--- src/rtl/hazard_scoreboard_pkg.sv ---
// Shared types for the hazard scoreboard: the per-stage slot entry and the
// register-match rule used by both the stall detector and the forwarders.
package hazard_pkg;

  localparam int NREG_DEF = 32;
  localparam int RW       = $clog2(NREG_DEF);

  localparam int SLOT_EXE = 0;
  localparam int SLOT_ACC = 1;
  localparam int SLOT_WB  = 2;

  typedef struct packed {
    logic          valid;
    logic [RW-1:0] rd;
    logic          wen;
    logic          load;
    logic [RW-1:0] rs1;
    logic [RW-1:0] rs2;
    logic          use1;
    logic          use2;
  } slot_t;

  // x0 is hardwired to zero, so it can never be a real dependency.
  function automatic logic slot_match(input slot_t s, input logic [RW-1:0] rs);
    return s.valid && s.wen && (s.rd == rs) && (rs != '0);
  endfunction

endpackage

--- src/rtl/hazard_scoreboard_fwd_select.sv ---
// Priority search over slots 1..DEPTH-1 for the youngest writer of one EXE
// operand; returns that slot's writeback value.
module fwd_select
  import hazard_pkg::*;
#(
  parameter int XLEN  = 32,
  parameter int DEPTH = 3
) (
  input  slot_t                       i_slot [DEPTH],
  input  logic                        i_req,
  input  logic [RW-1:0]               i_rs,
  input  logic [(DEPTH-1)*XLEN-1:0]   i_wdata,
  output logic                        o_en,
  output logic [XLEN-1:0]             o_data
);

  logic [DEPTH-1:SLOT_ACC] w_hit;

  genvar gi;
  generate
    for (gi = SLOT_ACC; gi < DEPTH; gi++) begin : g_hit
      assign w_hit[gi] = i_req && slot_match(i_slot[gi], i_rs);
    end
  endgenerate

  // Walk oldest to youngest so the lowest matching index is the last to win.
  always_comb begin
    o_en   = 1'b0;
    o_data = '0;
    for (int i = DEPTH - 1; i >= SLOT_ACC; i--) begin
      if (w_hit[i]) begin
        o_en   = 1'b1;
        o_data = i_wdata[(i-1)*XLEN +: XLEN];
      end
    end
  end

endmodule

--- src/rtl/hazard_scoreboard.sv ---
// In-flight writer scoreboard for the RV32 pipeline: load-use stall,
// EXE operand forwarding and a saturating stall-cycle counter.
module hazard_scoreboard
  import hazard_pkg::*;
#(
  parameter int XLEN       = 32,
  parameter int NREG       = 32,
  parameter int DEPTH      = 3,
  parameter int LOAD_READY = 2,
  parameter int CNT_W      = 16
) (
  input  logic                      clk,
  input  logic                      rst,
  input  logic                      de_valid,
  input  logic [$clog2(NREG)-1:0]   de_rs1,
  input  logic [$clog2(NREG)-1:0]   de_rs2,
  input  logic                      de_use_rs1,
  input  logic                      de_use_rs2,
  input  logic [$clog2(NREG)-1:0]   de_rd,
  input  logic                      de_wen,
  input  logic                      de_load,
  input  logic                      flush,
  input  logic [DEPTH*XLEN-1:0]     stage_wdata,
  output logic                      stall,
  output logic                      fwd_a_en,
  output logic                      fwd_b_en,
  output logic [XLEN-1:0]           fwd_a_data,
  output logic [XLEN-1:0]           fwd_b_data,
  input  logic                      cnt_clr,
  output logic [CNT_W-1:0]          stall_cnt
);

  slot_t            r_slot [DEPTH];
  slot_t            w_slot0_next;
  logic [DEPTH-1:0] w_load_hit;
  logic             w_hazard;
  logic [CNT_W-1:0] r_stall_cnt;
  logic             w_unused;

  // Slot 0 is still in EXE and has produced nothing yet.
  assign w_unused = ^stage_wdata[XLEN-1:0];

  genvar gi;
  generate
    for (gi = 0; gi < DEPTH; gi++) begin : g_hazard
      if (gi + 1 < LOAD_READY) begin : g_early
        assign w_load_hit[gi] = r_slot[gi].load &&
            ((de_use_rs1 && slot_match(r_slot[gi], de_rs1)) ||
             (de_use_rs2 && slot_match(r_slot[gi], de_rs2)));
      end else begin : g_late
        assign w_load_hit[gi] = 1'b0;
      end
    end
  endgenerate

  assign w_hazard = de_valid && (|w_load_hit);
  assign stall    = w_hazard && !flush;

  always_comb begin
    w_slot0_next = '0;
    if (de_valid && !stall && !flush) begin
      w_slot0_next.valid = 1'b1;
      w_slot0_next.rd    = de_rd;
      w_slot0_next.wen   = de_wen;
      w_slot0_next.load  = de_load;
      w_slot0_next.rs1   = de_rs1;
      w_slot0_next.rs2   = de_rs2;
      w_slot0_next.use1  = de_use_rs1;
      w_slot0_next.use2  = de_use_rs2;
    end
  end

  // Later slots always advance; a stall only injects a bubble into slot 0.
  always_ff @(posedge clk) begin
    if (rst) begin
      for (int i = 0; i < DEPTH; i++) r_slot[i] <= '0;
    end else begin
      r_slot[SLOT_EXE] <= w_slot0_next;
      for (int i = 1; i < DEPTH; i++) r_slot[i] <= r_slot[i-1];
    end
  end

  fwd_select #(.XLEN(XLEN), .DEPTH(DEPTH)) u_fwd_a (
    .i_slot  (r_slot),
    .i_req   (r_slot[SLOT_EXE].valid && r_slot[SLOT_EXE].use1),
    .i_rs    (r_slot[SLOT_EXE].rs1),
    .i_wdata (stage_wdata[DEPTH*XLEN-1:XLEN]),
    .o_en    (fwd_a_en),
    .o_data  (fwd_a_data)
  );

  fwd_select #(.XLEN(XLEN), .DEPTH(DEPTH)) u_fwd_b (
    .i_slot  (r_slot),
    .i_req   (r_slot[SLOT_EXE].valid && r_slot[SLOT_EXE].use2),
    .i_rs    (r_slot[SLOT_EXE].rs2),
    .i_wdata (stage_wdata[DEPTH*XLEN-1:XLEN]),
    .o_en    (fwd_b_en),
    .o_data  (fwd_b_data)
  );

  always_ff @(posedge clk) begin
    if (rst || cnt_clr) begin
      r_stall_cnt <= '0;
    end else if (stall && !(&r_stall_cnt)) begin
      r_stall_cnt <= r_stall_cnt + 1'b1;
    end
  end

  assign stall_cnt = r_stall_cnt;

endmodule

--- config.mk ---
export PLATFORM = sky130hd
export DESIGN_NAME = hazard_scoreboard
export DESIGN_NICKNAME = d
export VERILOG_FILES = /design/src/rtl/hazard_scoreboard_pkg.sv /design/src/rtl/hazard_scoreboard_fwd_select.sv /design/src/rtl/hazard_scoreboard.sv
export SDC_FILE = /design/constraint.sdc
export NUM_CORES = 1
export LEC_CHECK = 0
export ABC_AREA = 1
export BUFFER_PORTS_ARGS = -buffer_cell sky130_fd_sc_hd__buf_2
export CORE_MARGIN = 2
export CORE_UTILIZATION = 39
export CTS_BUF_LIST = sky130_fd_sc_hd__clkbuf_4
export DETAILED_ROUTE_END_ITERATION = 8
export PLACE_DENSITY = 0.68
export SYNTH_ARGS = -nofsm -noshare
export SYNTH_HDL_FRONTEND = slang
export SYNTH_HIERARCHICAL = 1
export SYNTH_SLANG_ARGS = --single-unit
--- constraint.sdc ---
create_clock -name clk -period 4 [get_ports clk]
set_clock_uncertainty 0.15 [all_clocks]
set_input_delay 0.4 -clock clk [delete_from_list [all_inputs] [get_ports clk]]
set_output_delay 0.4 -clock clk [all_outputs]
set_load 0.01 [all_outputs]
==> results.sh <==
export IMPL_p_per_area_nw_per_um2=207.9
export IMPL_syn_to_final_growth_pct=22.64
export IMPL_final_layout_size_suffix_gt1_share_pct=32.27
export IMPL_path_max_fanout=33
export IMPL_crit_path_frequent_cell="nand2_1"
export IMPL_r2r_start="r_slot[59]"
export IMPL_slew_limit_headroom_pct=38.94
export IMPL_die_area_um2=11000
export IMPL_core_area_um2=9819
export IMPL_cp_end_kind="output pin"
export IMPL_vdd_drop_max_uv=221.4
export IMPL_power_leakage_nw=2.687
export IMPL_die_y_um=104.9
export IMPL_rsz0062_at_grt="false"
export IMPL_grt_pass1_vias=3983
export IMPL_htreeDepth=2
export IMPL_root_buffer="clkbuf_4"
export IMPL_worst_setup_path_start_kind="flip-flop"
export IMPL_arrival_ns=2.50
export IMPL_stdcell_count=918
export IMPL_drv_cap=0
export IMPL_min_path_cells=3
export IMPL_worstSetupPathType="flip-flop to output pin"
export IMPL_ios=203
export IMPL_rows=36
export IMPL_drt_iter0_drc=288
export IMPL_timing_hold_ws_ns=0.07828
export IMPL_routed_via_density=4.793
export IMPL_setup_violations=0
export IMPL_die_w_um=104.9
export IMPL_place_congestion=0.8689
export IMPL_wl_per_cell_um=11.70
export IMPL_crit_chain="nand2_1 > inv_1 > nand2_1 > nor2_1 > nand3_1 > nor2_4 > buf_4 > nand2_4 > nand3_1 > nand2_1 > buf_2"
export IMPL_numCtsBuffers=5
export IMPL_insertion_delay_ns=0.36
export IMPL_clockBufferDepth=2
export IMPL_wl_mm=10.74
export IMPL_nNetsFinal=904
export IMPL_port_buffers=170
export IMPL_gr_total_overflow=0
export IMPL_fmax_mhz=327.8
export IMPL_clkSinkCount=50
export IMPL_grt_start_max_net_pins=34
export IMPL_post_cts_buffers=0
export IMPL_holdCritPathClass="primary input to flip-flop"
export IMPL_netlist_instances=634
export IMPL_postCtsHoldBufs=0
export IMPL_start_util_pct=40.41
export IMPL_ff2ff_path_depth=9
export IMPL_yosysWarnings=6
export IMPL_whs_endpoint="r_slot[58]"
export IMPL_final_hold_viol_count=0
export IMPL_grtUsageTotal_pct=18.59
export IMPL_worst_slew_pin_slew_ns=0.9126
export IMPL_max_stage_delay_ns=0.42
export IMPL_regToRegSetupSlack_ns=1.94
export IMPL_rr_endpoint="r_slot[48]"
export IMPL_post_route_min_period_ns=3.051
export IMPL_drtAntennaViolNets=0
export IMPL_fillers=1013
export IMPL_syn_area_um2=3968
export IMPL_placed_area_um2=4757
export IMPL_required_ns=3.45
export IMPL_first_pass_iters=5
export IMPL_post_route_drc_count=0
export IMPL_finalCritPeriodShare_pct=76.26
export IMPL_dp_hpwl_mm=8.252
export IMPL_final_cell_area_um2=4866
export IMPL_cts_tree="built"
export IMPL_clk_pin_slew_worst_paths_ns=0.14
export IMPL_syn_nets=755
export IMPL_vias=4400
export IMPL_antenna_found_initial=1
export IMPL_avgSynthCellArea_um2=6.258
export IMPL_status="finished, final reports clean"
export IMPL_slowest_stage="dfxtp_1"
export IMPL_hold_start="de_rd[4]"
export IMPL_dp_cells=909
export IMPL_cts_resized=0
export IMPL_maxSlewViolCount=0
export IMPL_grt_pass1_wl_mm=17.57
export IMPL_final_setup_tns_ns=0
[worst max-delay path, delay by kind of cell, from the launching register on]
family / cells / cell delay (ns)
AND/OR/NAND/NOR: 8 / 1.14
flip-flops: 1 / 0.42
buffers and inverters: 3 / 0.56
[routing by layer]
| metal | wire length, µm | global-route usage (%) | part of all wire [%] | vias up |
|---|---|---|---|---|
| met5 | 0 | 0 | 0 | - |
| met4 | 231 | 6.381 | 2.2 | 0 |
| met3 | 760 | 2.246 | 7.1 | 18 |
| met2 | 5107 | 33.63 | 48 | 190 |
| met1 | 4638 | 22.59 | 43 | 1916 |
| li1 | - | - | - | 2276 |
[area by class of cell]
type                            count  area, µm²  share of cell area, %
Antenna cell                        1      2.502                0.05143
Clock buffer                        5      37.54                 0.7714
Clock inverter                      3      68.82                  1.414
Inverter                           92      346.6                  7.123
Multi-Input combinational cell    460       2362                  48.55
Sequential cell                    50       1001                  20.57
Tap cell                          133      166.4                  3.420
Timing Repair Buffer              174      880.8                  18.10
[cell usage in the layout, fill, tap and decap left out]
cell,count
nand3_1,110
nand3_2,34
buf_4,4
nand2_2,5
inv_2,9
xnor2_1,8
a21oi_1,3
nor2_4,4
o21bai_1,3
o21ai_0,10
nand3_4,1
xor2_1,1
ha_1,1
clkinv_4,1
dfxtp_1,50
diode_2,1
bufinv_16,2
nor2_8,4
nand2_4,4
buf_2,170
nor3_1,4
nor2_1,77
nor2_2,9
clkinv_2,1
nand2_1,172
inv_1,82
nand4_1,10
clkbuf_4,5
[registers in the layout (all words and copies together), names as in the netlist]
name       cells
r_slot        34
stall_cnt     16
[stage by stage]
stage | worst slack [ns] | power, mW | utilization, %
after floorplan | 2.203 | 0.5957 | -
after global placement | 1.401 | 0.6613 | 48.45
after detailed placement | 1.394 | 0.6639 | 48.45
after CTS | 0.9509 | 1.025 | 49.53
after global routing | 0.6440 | 1.061 | 49.55
final | 0.9494 | 1.012 | 49.55
[worst max-delay path by stage]
stage	start	to
after detailed placement	r_slot[59]	fwd_b_data[31]
after floorplan	r_slot[59]	fwd_a_data[10]
after global routing	r_slot[59]	fwd_b_data[17]
after global placement	r_slot[59]	fwd_b_data[20]
final	r_slot[59]	fwd_b_data[3]
after CTS	r_slot[59]	fwd_b_data[31]
[power by group]
group          internal [mW]  switching, mW
registers              0.506        0.00692
logic                 0.0534         0.0883
clock network          0.196          0.162
total                  0.755          0.257
Power figures use the tool's default switching activity.
